<file path="src/rtl/szg_i2s2_pmod_tx_pkg.sv">
// Shared I2S constants, sample types and slot-bit helpers.
// The I2S2 receive path uses the same definitions.
package szg_i2s2_pmod_tx_pkg;

   localparam int I2S_SLOT_BITS   = 32;
   localparam int I2S_SAMPLE_BITS = 24;
   localparam int I2S_SLOT_IDX_W  = $clog2(I2S_SLOT_BITS);
   localparam int I2S_FRAME_SCLKS = 2 * I2S_SLOT_BITS;

   typedef logic [I2S_SAMPLE_BITS-1:0] i2s_sample_t;
   typedef logic [I2S_SLOT_IDX_W-1:0]  i2s_slot_idx_t;

   typedef struct packed {
      i2s_sample_t left;
      i2s_sample_t right;
   } i2s_pair_t;

   // Frame counter width: one SCLK period is 2*SCLK_HALF clocks.
   function automatic int i2s_cnt_width(input int sclk_half);
      return $clog2(sclk_half) + 1 + $clog2(I2S_FRAME_SCLKS);
   endfunction

   // Slot 0 is the one-bit I2S delay, slots 1..24 carry MSB..LSB, the rest pad with 0.
   function automatic logic i2s_slot_bit(input i2s_sample_t word, input i2s_slot_idx_t n);
      i2s_slot_idx_t idx;
      idx = I2S_SLOT_IDX_W'(I2S_SAMPLE_BITS) - n;
      if ((n != '0) && (n <= I2S_SLOT_IDX_W'(I2S_SAMPLE_BITS))) begin
         return word[idx];
      end
      return 1'b0;
   endfunction

endpackage

</file>
<file path="src/rtl/szg_i2s2_pmod_tx_if.sv">
// Sample handshake and I2S pin bundle for the I2S2 PMOD transmitter.
interface szg_i2s2_pmod_tx_if;
   import szg_i2s2_pmod_tx_pkg::*;

   i2s_sample_t sample_left;
   i2s_sample_t sample_right;
   logic        sample_valid;
   logic        sample_ready;
   logic        frame_start;
   logic        underrun;
   logic        tx_mclk;
   logic        tx_sclk;
   logic        tx_lrck;
   logic        tx_sdout;

   modport master (
      output sample_left, sample_right, sample_valid,
      input  sample_ready, frame_start, underrun,
      input  tx_mclk, tx_sclk, tx_lrck, tx_sdout
   );

   modport slave (
      input  sample_left, sample_right, sample_valid,
      output sample_ready, frame_start, underrun,
      output tx_mclk, tx_sclk, tx_lrck, tx_sdout
   );

endinterface

</file>
<file path="src/rtl/szg_i2s2_clkgen.sv">
// Free-running frame counter producing MCLK/SCLK/LRCK, slot index and frame-end strobe.
// Clock outputs are registered; slot index, channel select and strobe are the raw count.
module szg_i2s2_clkgen
   import szg_i2s2_pmod_tx_pkg::*;
#(
   parameter int SCLK_HALF = 16
) (
   input  logic          i_clk,
   input  logic          i_rst,
   output logic          o_mclk,
   output logic          o_sclk,
   output logic          o_lrck,
   output i2s_slot_idx_t o_slot_idx,
   output logic          o_lr_sel,
   output logic          o_frame_end
);

   localparam int S     = $clog2(SCLK_HALF);
   localparam int CNT_W = i2s_cnt_width(SCLK_HALF);

   logic [CNT_W-1:0] r_cnt;
   logic             r_mclk;
   logic             r_sclk;
   logic             r_lrck;

   always_ff @(posedge i_clk or posedge i_rst) begin
      if (i_rst) begin
         r_cnt  <= '0;
         r_mclk <= 1'b0;
         r_sclk <= 1'b0;
         r_lrck <= 1'b0;
      end else begin
         r_cnt  <= r_cnt + CNT_W'(1);
         r_mclk <= r_cnt[S-2];
         r_sclk <= r_cnt[S];
         r_lrck <= r_cnt[CNT_W-1];
      end
   end

   assign o_mclk      = r_mclk;
   assign o_sclk      = r_sclk;
   assign o_lrck      = r_lrck;
   assign o_slot_idx  = r_cnt[S+1 +: I2S_SLOT_IDX_W];
   assign o_lr_sel    = r_cnt[CNT_W-1];
   assign o_frame_end = &r_cnt;

endmodule

</file>
<file path="src/rtl/szg_i2s2_pmod_tx.sv">
// I2S transmitter for the I2S2 PMOD line-out: valid/ready sample intake,
// one-deep holding register, per-frame active register and serial bit mux.
module szg_i2s2_pmod_tx
   import szg_i2s2_pmod_tx_pkg::*;
#(
   parameter int SCLK_HALF = 16
) (
   input  logic                i_clk,
   input  logic                i_rst,
   szg_i2s2_pmod_tx_if.slave   bus
);

   logic          w_mclk;
   logic          w_sclk;
   logic          w_lrck;
   logic          w_lr_sel;
   logic          w_frame_end;
   i2s_slot_idx_t w_slot_idx;
   logic          w_accept;
   logic          w_full_nxt;
   i2s_sample_t   w_word;

   i2s_pair_t     r_hold;
   i2s_pair_t     r_active;
   logic          r_full;
   logic          r_ready;
   logic          r_frame_start;
   logic          r_underrun;
   logic          r_sdout;

   szg_i2s2_clkgen #(
      .SCLK_HALF (SCLK_HALF)
   ) u_clkgen (
      .i_clk       (i_clk),
      .i_rst       (i_rst),
      .o_mclk      (w_mclk),
      .o_sclk      (w_sclk),
      .o_lrck      (w_lrck),
      .o_slot_idx  (w_slot_idx),
      .o_lr_sel    (w_lr_sel),
      .o_frame_end (w_frame_end)
   );

   assign w_accept = bus.sample_valid & r_ready;

   // Ready is registered from the next full state so a second beat is never taken
   // in the cycle right after an accept; an accept at an empty boundary refills.
   assign w_full_nxt = w_accept | (r_full & ~w_frame_end);

   assign w_word = w_lr_sel ? r_active.right : r_active.left;

   always_ff @(posedge i_clk or posedge i_rst) begin
      if (i_rst) begin
         r_hold        <= '0;
         r_active      <= '0;
         r_full        <= 1'b0;
         r_ready       <= 1'b0;
         r_frame_start <= 1'b0;
         r_underrun    <= 1'b0;
         r_sdout       <= 1'b0;
      end else begin
         if (w_accept) begin
            r_hold <= '{left: bus.sample_left, right: bus.sample_right};
         end
         if (w_frame_end && r_full) begin
            r_active <= r_hold;
         end
         r_full        <= w_full_nxt;
         r_ready       <= ~w_full_nxt;
         r_frame_start <= w_frame_end;
         r_underrun    <= w_frame_end & ~r_full;
         r_sdout       <= i2s_slot_bit(w_word, w_slot_idx);
      end
   end

   assign bus.sample_ready = r_ready;
   assign bus.frame_start  = r_frame_start;
   assign bus.underrun     = r_underrun;
   assign bus.tx_mclk      = w_mclk;
   assign bus.tx_sclk      = w_sclk;
   assign bus.tx_lrck      = w_lrck;
   assign bus.tx_sdout     = r_sdout;

endmodule

</file>
<file path="src/flat_wrapper.sv">
// flat-port wrapper written by rule: the top's interface ports become plain ports
module szg_i2s2_pmod_tx_flat import szg_i2s2_pmod_tx_pkg::*;
#(
   parameter int SCLK_HALF = 16
)
  (i_clk, i_rst, bus_sample_left, bus_sample_right, bus_sample_valid, bus_sample_ready, bus_frame_start, bus_underrun, bus_tx_mclk, bus_tx_sclk, bus_tx_lrck, bus_tx_sdout);
  szg_i2s2_pmod_tx_if bus_i ();
  input  logic i_clk;
  input  logic i_rst;
  input wire logic [$bits(bus_i.sample_left)-1:0] bus_sample_left;
  input wire logic [$bits(bus_i.sample_right)-1:0] bus_sample_right;
  input wire logic [$bits(bus_i.sample_valid)-1:0] bus_sample_valid;
  output wire logic [$bits(bus_i.sample_ready)-1:0] bus_sample_ready;
  output wire logic [$bits(bus_i.frame_start)-1:0] bus_frame_start;
  output wire logic [$bits(bus_i.underrun)-1:0] bus_underrun;
  output wire logic [$bits(bus_i.tx_mclk)-1:0] bus_tx_mclk;
  output wire logic [$bits(bus_i.tx_sclk)-1:0] bus_tx_sclk;
  output wire logic [$bits(bus_i.tx_lrck)-1:0] bus_tx_lrck;
  output wire logic [$bits(bus_i.tx_sdout)-1:0] bus_tx_sdout;
  assign bus_i.sample_left = bus_sample_left;
  assign bus_i.sample_right = bus_sample_right;
  assign bus_i.sample_valid = bus_sample_valid;
  assign bus_sample_ready = bus_i.sample_ready;
  assign bus_frame_start = bus_i.frame_start;
  assign bus_underrun = bus_i.underrun;
  assign bus_tx_mclk = bus_i.tx_mclk;
  assign bus_tx_sclk = bus_i.tx_sclk;
  assign bus_tx_lrck = bus_i.tx_lrck;
  assign bus_tx_sdout = bus_i.tx_sdout;
  szg_i2s2_pmod_tx #(.SCLK_HALF(SCLK_HALF)) u_core (.i_clk(i_clk), .i_rst(i_rst), .bus(bus_i));
endmodule
</file>
<file path="config.mk">
export PLATFORM = sky130hd
export DESIGN_NAME = szg_i2s2_pmod_tx_flat
export DESIGN_NICKNAME = d
export VERILOG_FILES = /design/src/rtl/szg_i2s2_pmod_tx_pkg.sv /design/src/rtl/szg_i2s2_pmod_tx_if.sv /design/src/rtl/szg_i2s2_clkgen.sv /design/src/rtl/szg_i2s2_pmod_tx.sv /design/src/flat_wrapper.sv
export SDC_FILE = /design/constraint.sdc
export NUM_CORES = 1
export LEC_CHECK = 0
export CORE_MARGIN = 2
export CORE_UTILIZATION = 30
export DETAILED_ROUTE_END_ITERATION = 7
export PLACE_DENSITY_LB_ADDON = 0.15
export SLEW_MARGIN = 30
export SYNTH_ARGS = -nofsm -noshare
export SYNTH_HDL_FRONTEND = slang
export SYNTH_SLANG_ARGS = --single-unit
</file>
<file path="constraint.sdc">
create_clock -name i_clk -period 3.3 [get_ports i_clk]
set_input_delay 0.495 -clock i_clk [delete_from_list [all_inputs] [get_ports i_clk]]
set_output_delay 0.495 -clock i_clk [all_outputs]
set_load 0.005 [all_outputs]
</file>
# == Word-level counts from Yosys, hierarchy flattened ==
# Index checks and enable logic that the tools add are counted.
# word_totals
word_cells,34
ff_bits,115
# op_classes
magnitude_cmp,2
n_reduce_logical,4
addsub,2
n_mux,6
n_bitwise,7
# ops
op,count
two-way mux 24 bit,1
"adder 11 x 1 -> 11 bit, second input constant",1
AND reduction 11 bit,1
"< comparator 5 x 6 -> 1 bit, second input constant",1
binary-select mux 1 bit (select 5 bit),1
"<= comparator 5 bit, second input constant",1
nonzero test 5 bit,1
"subtractor 5 bit, first input constant",1
two-way mux 1 bit,4
AND 1 bit,3
NOT 1 bit,3
logical AND 1 bit,2
bitwise OR 1 bit,1

# == Depth between registers and ports, before layout ==
# depth
word_depth,5
ltp_mapped,10

# == By module ==
# Synthesis repeated with hierarchy kept, for this count alone.
# unflattened
cells_unflattened,305
hier_area_um2,4803.4
# by_module_without_submodules
mod,cells_per_inst,area_per_inst_um2,n_inst
szg_i2s2_pmod_tx,261,4234.1,1
szg_i2s2_clkgen,44,569.3,1

# == Least setup slack after synthesis ==
# No wires, ideal clock.
# synth_timing
path_type,flip-flop to flip-flop
start,register u_core.u_clkgen.r_cnt[5]
end,"register u_core.r_sdout, in the netlist u_core.bus.tx_sdout"
required_ns,3.171
setup_slack_ns,0.709
arrival_time_ns,2.462
stages_incl_launch_ff,11
path_cell_list,dfrtp_1 buf_2 clkinv_1 ha_1 buf_2 mux4_2 nand3_1 o21ai_0 o32ai_1 o21a_1 o21ai_1
# synth_via
elab_chain_len,5
word_cells_on_any_way,9
# synth_lines
item,line_no,text
"start, declared",szg_i2s2_clkgen.sv:21,logic [CNT_W-1:0] r_cnt;
"start signal, assigned",szg_i2s2_clkgen.sv:33,r_cnt <= r_cnt + CNT_W'(1);
subtractor 5 bit,szg_i2s2_pmod_tx_pkg.sv:26,idx = I2S_SLOT_IDX_W'(I2S_SAMPLE_BITS) - n;
binary-select mux 1 bit (select 5 bit),szg_i2s2_pmod_tx_pkg.sv:28,return word[idx];
two-way mux 1 bit (not written as such),szg_i2s2_pmod_tx_pkg.sv:28,
two-way mux 1 bit,szg_i2s2_pmod_tx_pkg.sv:27,if ((n != '0) && (n <= I2S_SLOT_IDX_W'(I2S_SAMPLE_BITS))) begin
two-way mux 1 bit *,szg_i2s2_pmod_tx_pkg.sv:30,return 1'b0;
"end signal, assigned",szg_i2s2_pmod_tx.sv:72,"r_sdout <= i2s_slot_bit(w_word, w_slot_idx);"
"end, declared",szg_i2s2_pmod_tx.sv:29,logic r_sdout;
# Mark *: on every way between the ends. The rest lies on a longest branch, timed or not. The select of a mux whose other input is x is not followed.
# A chain may end at the register's enable or synchronous reset.

# == Final worst setup path ==
# Ends and elaborated chain as after synthesis.

==> impl_metrics.json <==
{
  "fmax_ghz": 0.389,
  "crit_required_ns": 3.59,
  "synth_fp_nets": 372,
  "grt-ovfl-total": 0,
  "path_buf_inv": 1,
  "ant_nets": 0,
  "viasPerCell": 4.41,
  "ff2ff_path_depth": 8,
  "hold_viol_final": 0,
  "grt_pass1_vias": 2924,
  "slowest_stage": "ha_1",
  "slew_headroom_pct": 44.5,
  "r2r_end": "u_core.bus.tx_sdout$_DFF_PP0_",
  "worst_slew_pin_slew_ns": 0.833,
  "hold_buffers": 0,
  "grt_usage_pct": 11.9,
  "rows": 46,
  "clk_latency_ns": 0.41,
  "diodes": 0,
  "place.gp.congestion": 0.778,
  "drv_cap": 0,
  "synth_cell_types": 34,
  "drv_slew": 0,
  "post-route-period-util_pct": 77.8,
  "clkTransAtPathRegs_ns": 0.05,
  "post_cts_buffers": 0,
  "setup_tns_ns": 0,
  "drtIter0Drc": 106,
  "vias": 2680,
  "cp-endpoint": "u_core.bus.tx_sdout$_DFF_PP0_",
  "detailed_place_hpwl_um": 6150,
  "cts.path.max_buffers": 2,
  "synthSimpleGateAreaFrac_pct": 3.60,
  "skew_ns": 0.00779,
  "multi_input_area_um2": 1890,
  "synth_seq_cells": 115,
  "cts-buffers-inserted": 17,
  "drive_above_1_share_pct": 38.0,
  "ys_warn_count": 0,
  "htree_levels": 4,
  "clock-sinks": 115,
  "num_io_pins": 58,
  "synth_fa_ha_area_share_pct": 0.767,
  "drc": 0,
  "post_cts_resize_count": 0,
  "synth-compound-area-share_pct": 1.84,
  "critical_path_class": "reg -> reg",
  "dieArea_um2": 17400,
  "cts-root-buf": "clkbuf_16",
  "syn_to_final_growth_pct": 28.6,
  "cts_tree": "built",
  "startpoint_type": "flip-flop",
  "fill_cells": 1499,
  "wirelength_um": 9380,
  "async_flop_share_pct": 100,
  "crit_fanout": 8,
  "die_w_um": 132,
  "critPathLaunch": "u_core.u_clkgen.r_cnt[5]$_DFF_PP0_",
  "grt_pass1_wl_um": 15700,
  "synth_edf_count": 0,
  "r2r_slack_ns": 0.73,
  "cp_top_family": "adder cells",
  "vdd_drop_max_mv": 0.336,
  "status": "finished clean",
  "seqCellArea_um2": 2880,
  "finalSetupViolCount": 0,
  "ys_seq_area_share_pct": 58.8,
  "synth_xor_area_share_pct": 2.15,
  "powerDensity_nw_per_um2": 517,
  "fin_crit_ns": 2.57,
  "avgSynthCellArea_um2": 15.4,
  "final_nets": 435,
  "post_drt_wl_per_cell_um": 15.4,
  "leakage_uw": 0.00304,
  "syn_inst": 318,
  "core_area_um2": 15900,
  "synth_top_family_by_area": "multiplexers",
  "p_total_uw": 3260,
  "die_h_um": 132,
  "port_buffers": 57,
  "cp.depth": 8,
  "rsz0062_at_grt": "no",
  "cp.arrival_ns": 2.86,
  "antenna_found_initial": 0,
  "worstPathCellList": "clkinv_1 > ha_1 > mux4_2 > nand3_1 > o21ai_0 > o32ai_1 > o21a_1 > o21ai_1",
  "grt_max_degree": 56,
  "cpPeakStageDelay_ns": 0.67,
  "first_pass_iters": 4,
  "r2r-start": "u_core.u_clkgen.r_cnt[5]$_DFF_PP0_",
  "worstSetupEndpointType": "flip-flop",
  "synth_ff_type": "dfrtp_1",
  "initial_core_util_pct": 30.7,
  "syn_area_um2": 4890,
  "synth.area.mux_share_pct": 30.2,
  "hp-class": "in -> async"
}
cell usage after synthesis (4+ instances only):
cell type / n / area (um^2)
buf_2: 6 / 30.0
xnor2_1: 8 / 70.1
o21ai_0: 5 / 25.0
xor2_1: 4 / 35.0
clkbuf_1: 7 / 26.3
dfrtp_1: 115 / 2880
nand2_1: 12 / 45.0
mux2_2: 77 / 867
a21oi_1: 4 / 20.0
nand3_1: 4 / 20.0
mux2_4: 20 / 300
nor2_1: 7 / 26.3
inv_1: 6 / 22.5
mux4_2: 13 / 293
through the flow:
stage / setup WS, ns / util, % / hold WS (ns) / std cells / instance area (um^2)
CTS: 0.691 / 39.5 / 0.444 / 608 / 6290
finish: 0.732 / 39.5 / 0.448 / 608 / 6290
global route: 0.470 / 39.5 / 0.463 / 608 / 6290
detailed placement: 0.689 / 35.9 / 0.434 / 578 / 5720
floorplan: 0.709 / - / 0.349 / 318 / 4900
global placement: 0.806 / 35.9 / 0.431 / 578 / 5720
flip-flops by register name, indices dropped and copies added (netlist names):
| signal | cells |
|---|---|
| u_core.bus.underrun | 1 |
| u_core.r_hold | 48 |
| u_core.bus.frame_start | 1 |
| u_core.u_clkgen.o_mclk | 1 |
| u_core.r_full | 1 |
| u_core.u_clkgen.r_cnt | 11 |
| u_core.r_active | 48 |
| u_core.u_clkgen.o_lrck | 1 |
| u_core.bus.tx_sdout | 1 |
| u_core.bus.sample_ready | 1 |
| u_core.u_clkgen.o_sclk | 1 |
worst min path at each step:
stage,from,endpoint,slack (ns),cells past startpoint
final,i_rst,u_core.r_hold[14]$_DFFE_PP0P_,0.45,2
after detailed placement,u_core.u_clkgen.r_cnt[4]$_DFF_PP0_,u_core.u_clkgen.o_sclk$_DFF_PP0_,0.43,0
after global routing,u_core.u_clkgen.r_cnt[4]$_DFF_PP0_,u_core.u_clkgen.o_sclk$_DFF_PP0_,0.46,0
after CTS,i_rst,u_core.r_hold[13]$_DFFE_PP0P_,0.44,2
after floorplan,u_core.u_clkgen.r_cnt[10]$_DFF_PP0_,u_core.u_clkgen.o_lrck$_DFF_PP0_,0.35,0
after global placement,u_core.u_clkgen.r_cnt[4]$_DFF_PP0_,u_core.u_clkgen.o_sclk$_DFF_PP0_,0.43,0
logic make-up (layout without fill, tap and decap cells):
kind of cell / after synthesis / count (layout)
simple gates: 35 / 35
compound gates: 15 / 15
fa+ha+maj: 3 / 3
xor+xnor: 12 / 12
flops: 115 / 115
mux: 112 / 112
buf+inv: 26 / 100
metal layers:
layer  up-vias  GRT usage, %  routed length (um)
met5         -             0                   0
met3        11          4.11                 358
met4         0          5.80                 162
met1      1366          15.7                4490
met2        44          17.6                4370
li1       1259             -                   -
placed cells by master, fill, tap and decap left out, types with 3 or more instances in the layout:
cell type / n
a21oi_1: 4
buf_12: 3
clkbuf_16: 17
clkbuf_8: 7
clkdlybuf4s50_1: 57
clkinv_2: 3
dfrtp_1: 115
ha_1: 3
inv_1: 5
mux2_2: 77
mux2_4: 20
mux4_2: 13
nand2_1: 11
nand3_1: 4
nor2_1: 7
nor3_1: 3
o21ai_0: 5
xnor2_1: 8
xor2_1: 4
where the power goes:
group | internal (uW) | total (uW) | switching [uW]
clock | 1160 | 1750 | 588
sequential | 1410 | 1410 | 0
combinational | 56.7 | 93.3 | 36.7
layout make-up:
type	instances	share of cell area, %
Sequential cell	115	45.7
Tap cell	216	4.29
Clock buffer	26	8.41
Inverter	8	0.537
Timing Repair Buffer	62	10.3
Multi-Input combinational cell	177	30.1
Clock inverter	4	0.716
worst register-to-register path, stage by stage, from the launching register on:
cell	delay (ns)
dfrtp_1	0.34
clkinv_1	0.19
ha_1	0.67
mux4_2	0.60
nand3_1	0.10
o21ai_0	0.08
o32ai_1	0.23
o21a_1	0.17
o21ai_1	0.07
No activity file was read; power rests on OpenSTA's default activity.
==> RTL change, RTL diff (same settings) <==
`I2S_SAMPLE_BITS`: 24 -> 48.
--- a/src/rtl/szg_i2s2_pmod_tx_pkg.sv
+++ b/src/rtl/szg_i2s2_pmod_tx_pkg.sv
@@ -3,7 +3,7 @@
 package szg_i2s2_pmod_tx_pkg;
 
    localparam int I2S_SLOT_BITS   = 32;
-   localparam int I2S_SAMPLE_BITS = 24;
+   localparam int I2S_SAMPLE_BITS = 48;
    localparam int I2S_SLOT_IDX_W  = $clog2(I2S_SLOT_BITS);
    localparam int I2S_FRAME_SCLKS = 2 * I2S_SLOT_BITS;
 
Interface: changed (resized bus_sample_left and bus_sample_right); port bits go from 58 to 106. No check against the original RTL was run, so the function may have changed too.
==> RTL change against the unedited design <==
Clock skew increased by 0.0022 ns. Area after synthesis decreased by 1.7%. Critical endpoint is now u_core.r_active[59]. Maximum frequency is 6.6% higher. Count of clock-buffer cells in the layout is the same. Final cell count shrank 0.66%. Core utilization fell by 0.076 points. Worst hold slack got worse by 0.032 ns. Routed wire length is 2.6% lower. Cell area fell by 1.3%. Setup slack better by 0.16 ns. Sequential cell count is the same.
Power is not compared: it rests on default switching activity, and its combinational part moved more than twofold at a synthesized area within 25%.
==> RTL change: results (changes against the unedited design) <==
CP max FO 28 (was 8); status finished, final reports clean (unchanged); Synth Area in Compound Gates 0.0125 (was 0.0184); fin nets 478 (was 435); synth cell count leaders dfrtp_1, mux2_2, mux2i_1 (was dfrtp_1, mux2_2, mux2_4); Synth Area in Adders 0.00780 (was 0.00767); Max VDD drop 0.363 mV; GRT Util Overall 0.121 (was 0.119); number of antenna violations at the first check in global routing 0 (unchanged); Leakage 2.74 nW; post-synth net total 413 (was 372); clk root buf clkbuf_16 (unchanged); CTS HTree Levels 4 (unchanged); Port Buffers 57 (unchanged); XOR/XNOR Fraction of Synth Area 0.0218 (was 0.0215); Clock Skew 0.00998 ns (was 0.00779 ns); Pre-antenna DRT Iters 4 (unchanged); cts repair resizes 0 (unchanged); GP Congestion 0.717 (was 0.778); Clock transition at path regs 0.06 ns; synth top area cells dfrtp_1, mux2_2, mux2i_1 (was dfrtp_1, mux2_2, mux2_4); unique cell type count in the Yosys netlist 36 (was 34); antenna cells 0 (unchanged); relative slew slack 0.436 (was 0.445); layout cells sized above 1 0.358 (was 0.380); DR iter-0 viols 108 (was 106); Post-synth ARST share 1.00 (unchanged); crit path DAT 2.71 ns (was 2.86 ns); first-pass GRT wire length 14900 um (was 15700 um); hpwl dp 6090 um (was 6150 um); sequential area share after synthesis 0.598 (was 0.588); Largest regs u_core.r_active (48), u_core.r_hold (48), u_core.u_clkgen.r_cnt (11) (unchanged); clk_lat worst skew 0.42 ns; CTS max path bufs 2 (unchanged); mux cell area share after synthesis 0.302 (about the same); Pint 3.06 mW; vias in the first global route 2874 (was 2924); Hold Path Class flip-flop to flip-flop (was primary input to asynchronous set/reset pin); total CTS buffers 17 (unchanged); number of fill cells 1516 (was 1499); WL per Instance 15.1 um (was 15.4 um); postcts setup bufs 0 (unchanged); Vias/cell 4.47 (was 4.41); yosys warns 0 (unchanged); largest net degree at the start of global routing 61 (was 56)
## RTL change: cell count changes after synthesis, sizes merged, moves of 2 or more
cell / change
nor3: -4
nand3: -2
and3: +3
a21oi: -3
o21ai: -6
inv: -2
nand4: +2
nand2: -8
mux2i: +14
mux4: -4
## RTL change: stage by stage
step | total power [mW] | area (um^2) | hold slack (ns) | instances | setup WS [ns]
final | 3.91 | 6210 | 0.416 | 604 | 0.891
after CTS | 3.98 | 6210 | 0.425 | 604 | 0.858
after global routing | 4.09 | 6210 | 0.440 | 604 | 0.764
after floorplan | 2.01 | 4810 | 0.349 | 311 | 1.08
after detailed placement | 2.17 | 5650 | 0.412 | 573 | 0.882
after global placement | 2.16 | 5650 | 0.417 | 573 | 0.930
## RTL change: cell families after synthesis
family,Yosys count
buffers and inverters,25
flip-flops,115
adder cells (fa/ha/maj),3
XOR/XNOR,12
AO/OA/AOI/OAI,8
multiplexers,121
AND/OR/NAND/NOR,27
## RTL change: layout make-up
cell class / count / area share
Clock buffer: 26 / 0.0787
Clock inverter: 5 / 0.0121
Inverter: 6 / 0.00423
Multi-Input combinational cell: 171 / 0.293
Sequential cell: 115 / 0.463
Tap cell: 216 / 0.0435
Timing Repair Buffer: 65 / 0.106
## RTL change: worst max-delay path, stage by stage (launching register included)
cell	delay [ns]
dfrtp_1	0.42
ha_1	0.26
and3_2	0.22
and2_1	0.22
nand4_4	0.34
buf_4	0.43
mux2_2	0.39
## RTL change: final timing paths
kind	start	to	slack (ns)	cells after the start
setup / recovery	u_core.u_clkgen.r_cnt[0]	u_core.r_active[59]	0.89	6
hold / removal	u_core.u_clkgen.r_cnt[4]	u_core.u_clkgen.o_sclk	0.42	0
setup reg to reg	u_core.u_clkgen.r_cnt[0]	u_core.r_active[59]	0.89	6
hold reg to reg	u_core.u_clkgen.r_cnt[4]	u_core.u_clkgen.o_sclk	0.42	0
max in group asynchronous	i_rst	u_core.bus.tx_sdout	1.95	3
min in group asynchronous	i_rst	u_core.r_hold[23]	0.58	2
## RTL change: power by group through the flow
stage               clock network [mW]  registers [mW]  logic, mW
global placement                     0            1.82      0.343
floorplan                            0            1.76      0.254
finish                            1.77            1.79      0.346
global route                      1.89            1.82      0.384
detailed placement                   0            1.82      0.355
CTS                               1.83            1.79      0.357
## RTL change: routing by layer
layer,global-route usage,share of wire,vias up
li1,-,-,1242
met1,0.148,0.45,1396
met2,0.184,0.48,45
met3,0.0448,0.044,17
met4,0.0695,0.026,0
met5,0,0,-
